### src/rtl/mem_arbiter.sv
// Two-requester arbiter in front of a single-port RAM: IDLE -> ACCESS -> DONE, fixed two-cycle latency.
// Optional macro ARB_ROUND_ROBIN_EN alternates ties; otherwise requester 0 always wins ties.
module mem_arbiter #(
    parameter int AW = 8,
    parameter int DW = 8
) (
    input  logic          clk,
    input  logic          rst,
    input  logic          req0,
    input  logic          req1,
    input  logic          we0,
    input  logic          we1,
    input  logic [AW-1:0] addr0,
    input  logic [AW-1:0] addr1,
    input  logic [DW-1:0] wdata0,
    input  logic [DW-1:0] wdata1,
    output logic          ack0,
    output logic          ack1,
    output logic [DW-1:0] rdata0,
    output logic [DW-1:0] rdata1,
    output logic [AW-1:0] mem_addr,
    output logic [DW-1:0] mem_wdata,
    output logic          mem_rd,
    output logic          mem_wrt,
    input  logic [DW-1:0] mem_rdata,
    output logic          busy
);

`ifdef ARB_ROUND_ROBIN_EN
    localparam logic RR_EN = 1'b1;
`else
    localparam logic RR_EN = 1'b0;
`endif

    typedef enum logic [1:0] {
        IDLE   = 2'd0,
        ACCESS = 2'd1,
        DONE   = 2'd2
    } state_t;

    state_t        state_r;
    logic          win_id_r;
    logic          we_r;
    logic          last_grant_r;
    logic [AW-1:0] addr_r;
    logic [DW-1:0] wdata_r;
    logic [DW-1:0] rdata0_r;
    logic [DW-1:0] rdata1_r;
    logic          ack0_r;
    logic          ack1_r;
    logic          rd_r;
    logic          wrt_r;
    logic          busy_r;
    logic          grant_s;
    logic          grant_we_s;

    // Winner selection; on a tie requester 1 wins only when alternation is enabled and 0 went last
    always_comb begin
        grant_s    = 1'b0;
        grant_we_s = 1'b0;
        if (req0) begin
            grant_s = req1 & ~last_grant_r & RR_EN;
        end else begin
            grant_s = 1'b1;
        end
        if (grant_s) begin
            grant_we_s = we1;
        end else begin
            grant_we_s = we0;
        end
    end

    // Transaction sequencer; every output is a register updated here
    always_ff @(posedge clk) begin
        if (rst) begin
            state_r      <= IDLE;
            win_id_r     <= 1'b0;
            we_r         <= 1'b0;
            last_grant_r <= 1'b1;
            addr_r       <= {AW{1'b0}};
            wdata_r      <= {DW{1'b0}};
            rdata0_r     <= {DW{1'b0}};
            rdata1_r     <= {DW{1'b0}};
            ack0_r       <= 1'b0;
            ack1_r       <= 1'b0;
            rd_r         <= 1'b0;
            wrt_r        <= 1'b0;
            busy_r       <= 1'b0;
        end else begin
            case (state_r)
                IDLE: begin
                    ack0_r <= 1'b0;
                    ack1_r <= 1'b0;
                    if (req0 || req1) begin
                        win_id_r     <= grant_s;
                        last_grant_r <= grant_s;
                        we_r         <= grant_we_s;
                        addr_r       <= grant_s ? addr1 : addr0;
                        wdata_r      <= grant_s ? wdata1 : wdata0;
                        rd_r         <= ~grant_we_s;
                        wrt_r        <= grant_we_s;
                        busy_r       <= 1'b1;
                        state_r      <= ACCESS;
                    end else begin
                        rd_r    <= 1'b0;
                        wrt_r   <= 1'b0;
                        busy_r  <= 1'b0;
                        state_r <= IDLE;
                    end
                end
                ACCESS: begin
                    rd_r  <= 1'b0;
                    wrt_r <= 1'b0;
                    if (!we_r) begin
                        if (win_id_r) begin
                            rdata1_r <= mem_rdata;
                        end else begin
                            rdata0_r <= mem_rdata;
                        end
                    end
                    ack0_r  <= ~win_id_r;
                    ack1_r  <= win_id_r;
                    state_r <= DONE;
                end
                DONE: begin
                    ack0_r  <= 1'b0;
                    ack1_r  <= 1'b0;
                    busy_r  <= 1'b0;
                    state_r <= IDLE;
                end
                default: begin
                    ack0_r  <= 1'b0;
                    ack1_r  <= 1'b0;
                    rd_r    <= 1'b0;
                    wrt_r   <= 1'b0;
                    busy_r  <= 1'b0;
                    state_r <= IDLE;
                end
            endcase
        end
    end

    // Reset forces outputs low immediately so an aborted write never reaches the RAM edge
    assign ack0      = ack0_r & ~rst;
    assign ack1      = ack1_r & ~rst;
    assign mem_rd    = rd_r & ~rst;
    assign mem_wrt   = wrt_r & ~rst;
    assign busy      = busy_r & ~rst;
    assign mem_addr  = rst ? {AW{1'b0}} : addr_r;
    assign mem_wdata = rst ? {DW{1'b0}} : wdata_r;
    assign rdata0    = rst ? {DW{1'b0}} : rdata0_r;
    assign rdata1    = rst ? {DW{1'b0}} : rdata1_r;

endmodule

### config.mk
export PLATFORM = sky130hd
export DESIGN_NAME = mem_arbiter
export DESIGN_NICKNAME = d
export VERILOG_FILES = /design/src/rtl/mem_arbiter.sv
export SDC_FILE = /design/constraint.sdc
export NUM_CORES = 1
export LEC_CHECK = 0
export CAP_MARGIN = 40
export CORE_ASPECT_RATIO = 1.1
export CORE_MARGIN = 5
export CORE_UTILIZATION = 42
export DETAILED_ROUTE_END_ITERATION = 6
export PLACE_DENSITY = 0.76
export SYNTH_ARGS = -nofsm -noshare
export SYNTH_HDL_FRONTEND = slang
export SYNTH_SLANG_ARGS = --single-unit
### constraint.sdc
create_clock -name clk -period 1.49 [get_ports clk]
set_input_delay 0.2235 -clock clk [delete_from_list [all_inputs] [get_ports clk]]
set_output_delay 0.2235 -clock clk [all_outputs]
set_load 0.02 [all_outputs]
* Word level (Yosys, flattened, before mapping) *
Cells that the tools add are included.

storage, ports and cells
  bits in registers = 41
  input port bits = 46
  output and inout bits = 37
  logic and storage cells = 46

cells by class
  eq/ne operators = 2
  mux-type cells = 16
  bitwise logic cells = 10
  reduce and logical (&&, ||, !) cells = 6

operators by type and width
  operator                                                          count
  8-bit two-way mux                                                 6
  1-bit two-way mux                                                 6
  1-bit one-hot mux with 2 select lines                             3
  3-bit AND reduction                                               2
  1-bit AND                                                         5
  1-bit inverter                                                    5
  2-bit one-hot mux with 2 select lines                             1
  2-bit by 1-bit == test with 1-bit output (second input constant)  1
  2-bit == test (second input constant)                             1
  2-bit zero test                                                   1
  2-bit AND reduction                                               1
  2-bit OR reduction                                                1
  1-bit logical OR                                                  1

* Depth between registers and ports, before layout *
Gate-level depths: netlist of run 1.

  depth in word-level cells = 4
  gate-level depth with buffers = 6

* Worst setup path before layout of run 1 *
No wires, ideal clock.

  path kind = register to register
  start point = register we_r
  end point = register rdata0_r[0]
  setup time = 0.121 ns
  arrival time = 1.164 ns
  required time = 1.369 ns
  slack = 0.205 ns
  cell stages (with the launch flop) = 3
  buffers on the path = 0
  clock period less this slack = 1.285 ns
  cells stage by stage = dfxtp_1 > nor4b_4 > mux2_2

on the way
  word-level cells in the longest chain between the ends = 2

ends and longest elaborated chain
  element                               line  RTL
  from (decl)                           43    logic we_r;
  from (signal assigned)                97    we_r <= grant_we_s;
  1-bit inverter (no source line)       --
  3-bit AND reduction (no source line)  --
  to (signal assigned)                  82    rdata0_r <= {DW{1'b0}};
  to (signal assigned)                  118   rdata0_r <= mem_rdata;
  to (decl)                             47    logic [DW-1:0] rdata0_r;

Every way passes these cells.
A chain may end at the register's enable or synchronous reset.

* Worst setup path in the final report of run 1 *
  start point = input port req0
  end point = register we_r

on the way
  word-level cells in the longest chain between the ends = 2
  elaborated cells on any way between the ends = 3
  those cells by class = mux: 1; reduce/logical: 2

ends and longest elaborated chain
  element                               line  RTL
  from (decl)                           9     input logic req0,
  1-bit logical OR                      94    if (req0 || req1) begin
  2-bit AND reduction (no source line)  --

Parallel ways exist; a longest one is shown, timed or not.

==> flow_metrics.env, run 1 <==
export IMPL_outcome="completed"
export IMPL_synth_top_family_by_area="simple AND/OR/NAND/NOR gates"
export IMPL_syn_to_final_growth_pct=52.0
export IMPL_port_buffers=82
export IMPL_wire_per_inst_um=13.1
export IMPL_p_per_area_nw_per_um2=864
export IMPL_yosysTopAreaCell="dfxtp_1"
export IMPL_start_kind="input port"
export IMPL_gp_congestion=0.754
export IMPL_drt_iter0_drc=35
export IMPL_synth_area_per_cell_um2=10.2
export IMPL_num_antenna_cells=0
export IMPL_num_rows=26
export IMPL_min_path_type="input port to register"
export IMPL_reg2reg_to="rdata1_r[1]$_SDFFE_PP0P_"
export IMPL_synth_edf_count=0
export IMPL_io_pins=83
export IMPL_worstSetupPathType="input port to register"
export IMPL_cts_buffers=5
export IMPL_fmax_ghz=0.730
export IMPL_clk_path_buf_depth=2
export IMPL_async_flop_share=0
export IMPL_synth_top_area_share=0.423
export IMPL_synth_compound_area_share=0.146
export IMPL_drive_above_1_share=0.186
export IMPL_dr_pass1_iters=4
export IMPL_track_usage=0.152
export IMPL_nNetsFinal=326
export IMPL_timing_reg2reg_setup_slack_ps=150
export IMPL_synth_simple_gate_area_frac=0.205
export IMPL_grt_antenna_before_repair=0
export IMPL_htreeDepth=2
export IMPL_drv_slew=0
export IMPL_chipHeight_um=81.3
export IMPL_yosys_warnings=0
export IMPL_ys_seq_elements=41
export IMPL_ys_dominant_reg_cell="dfxtp_1"
export IMPL_finalHoldViolCount=0
export IMPL_routed_via_density=4.87
export IMPL_tightest_slew_ps=388
export IMPL_cap_violations=0
export IMPL_slew_headroom=0.741
export IMPL_fin_util=0.647
export IMPL_initial_core_util=0.426
export IMPL_muxShareOfSynthArea=0.181
export IMPL_cp_data_arrival_time_ps=1540
export IMPL_num_vias=1637
export IMPL_seq_area_frac_synth=0.423
export IMPL_reg2reg_from="win_id_r$_SDFFE_PP0P_"
export IMPL_period_minus_slack_ps=1370
export IMPL_wl_um=4390
export IMPL_post_synth_top_count_cell="nor2b_1"
export IMPL_synth_fa_ha_area_frac=0
export IMPL_die_x_um=74.8
export IMPL_syn_inst=190
export IMPL_coreArea_um2=4550
export IMPL_yosys_top_cells_area="dfxtp_1 42%, nor2b_1 15%, mux2_2 9.3%, mux2i_1 8.8%, a211oi_2 6.5%"
export IMPL_crit_fanout=6
export IMPL_clock_latency_ps=280
export IMPL_yosys_cell_types_count=21
export IMPL_synth_nets=236
export IMPL_rsz0062_at_grt="false"
export IMPL_netlist_top_cells_count="47 x nor2b_1, 41 x dfxtp_1, 20 x a21oi_1"
export IMPL_p_leak_nw=1.33
export IMPL_ir_drop_uv=474
export IMPL_crit_path_end_kind="register"
export IMPL_netlist_area_um2=1940
export IMPL_fin_crit_sh=0.919
export IMPL_hpwlAfterDp_um=3420
export IMPL_finalSetupViolations=0
export IMPL_fp_dieArea_um2=6080
export IMPL_clkTransAtPathRegs_ps=70
export IMPL_ant_nets=0
export IMPL_worstHoldPathCells=3
export IMPL_critPathRequiredTime_ps=1660
export IMPL_grt_pass1_wl_um=7200
export IMPL_synthXorXnorAreaFrac=0
export IMPL_skew_ps=5.16
export IMPL_worstHoldEndpoint="wdata_r[2]$_SDFFE_PP0P_"
export IMPL_rr_worst_depth=3
export IMPL_cts_tree="yes"
export IMPL_drc_errors=0
export IMPL_grt_pass1_vias=1622
export IMPL_whs_ps=359
export IMPL_grt_max_degree=33
export IMPL_hold_start="rst"
export IMPL_cts_sinks=41
export IMPL_grt_ovfl_total=0
export IMPL_root_buffer="clkbuf_8"
==> through the flow <==
| step | setup TNS (ps) | instance area, µm² | setup slack [ps] | power, mW | std cells |
|---|---|---|---|---|---|
| after floorplan | 0 | 1940 | 205 | 1.61 | 190 |
| after global placement | -3020 | 2910 | -187 | 1.89 | 329 |
| after detailed placement | -2930 | 2910 | -185 | 1.90 | 329 |
| after CTS | 0 | 2950 | 120 | 2.58 | 336 |
| after global routing | 0 | 2950 | 43.7 | 2.69 | 336 |
| final | 0 | 2950 | 121 | 2.55 | 336 |
==> worst max-delay path, stage by stage <==
cell	delay, ps
clkdlybuf4s50_1	530
buf_4	200
mux2i_1	290
nand3_1	130
nor3b_1	160
==> where the power goes <==
part	switching, mW	leakage [nW]	internal, mW
Clock	0.336	0.0443	0.367
Combinational	0.281	0.946	0.338
Sequential	0.0430	0.337	1.18
==> sequential cells by signal, indices dropped and copies added (netlist names) <==
register	cells
wdata_r	8
addr_r	8
rd_r	1
rdata1_r	8
ack1_r	1
rdata0_r	8
we_r	1
state_r	2
win_id_r	1
busy_r	1
ack0_r	1
wrt_r	1
==> worst max-delay path by stage <==
| stage | startpoint | to | slack [ps] | cells past startpoint |
|---|---|---|---|---|
| 2_1_floorplan | we_r$_SDFFE_PP0P_ | rdata0_r[0]$_SDFFE_PP0P_ | 210 | 2 |
| 3_3_place_gp | req0 | we_r$_SDFFE_PP0P_ | -190 | 5 |
| 3_5_place_dp | req0 | we_r$_SDFFE_PP0P_ | -190 | 5 |
| 4_1_cts | req0 | we_r$_SDFFE_PP0P_ | 120 | 5 |
| 5_1_grt | state_r[0]$_SDFF_PP0_ | rdata1_r[6]$_SDFFE_PP0P_ | 40 | 3 |
| 6_report | req0 | we_r$_SDFFE_PP0P_ | 120 | 5 |
==> cells by family (layout without fill, tap and decap cells) <==
logic type	Yosys count	count (layout)
and+or+nand+nor	62	62
DFF	41	41
AOI/OAI and AO/OA	38	38
muxes	33	33
buffers and inverters	16	106
==> per-layer routing <==
| metal | GRT usage | vias to the layer above | share of wire |
|---|---|---|---|
| met1 | 0.179 | 731 | 0.41 |
| met5 | 0 | - | 0 |
| li1 | - | 838 | - |
| met4 | 0.0374 | 0 | 0.0043 |
| met2 | 0.254 | 66 | 0.47 |
| met3 | 0.0644 | 2 | 0.11 |
==> area by class of cell <==
class / count / area [µm²]
clock buffers: 7 / 86.3
fillers: 404 / 1610
multi-input cells: 133 / 1040
flip-flops and latches: 41 / 821
well taps: 56 / 70.1
repair buffers: 99 / 935
==> layout by cell type (no fill, tap or decap), drive strengths merged <==
cell	n
mux2	16
a21oi	20
clkdlybuf4s50	44
or2	1
o21ai	1
nand2	4
nor2	2
clkbuf	7
dlygate4sd2	37
nor4b	1
nor2b	47
a211oi	17
and2	2
buf	18
nor3b	2
nand3b	1
nand3	1
dfxtp	41
mux2i	17
nor4bb	1
==> repair_timing <==
| action | in CTS | in global routing |
|---|---|---|
| buffers inserted | 0 | 0 |
| resized for setup | 37 | 0 |
| hold buffers | 0 | 0 |
| setup endpoints to repair | 37 | 0 |
Power figures use the tool's default switching activity.
==> run 2, diff against run 1 <==
--- a/config.mk
+++ b/config.mk
@@ -5,7 +5,6 @@
 export SDC_FILE = /design/constraint.sdc
 export NUM_CORES = 1
 export LEC_CHECK = 0
-export CAP_MARGIN = 40
 export CORE_ASPECT_RATIO = 1.1
 export CORE_MARGIN = 5
 export CORE_UTILIZATION = 42
==> results of run 2 <==
The final DEF is identical to that of run 1; final timing and power are the same.
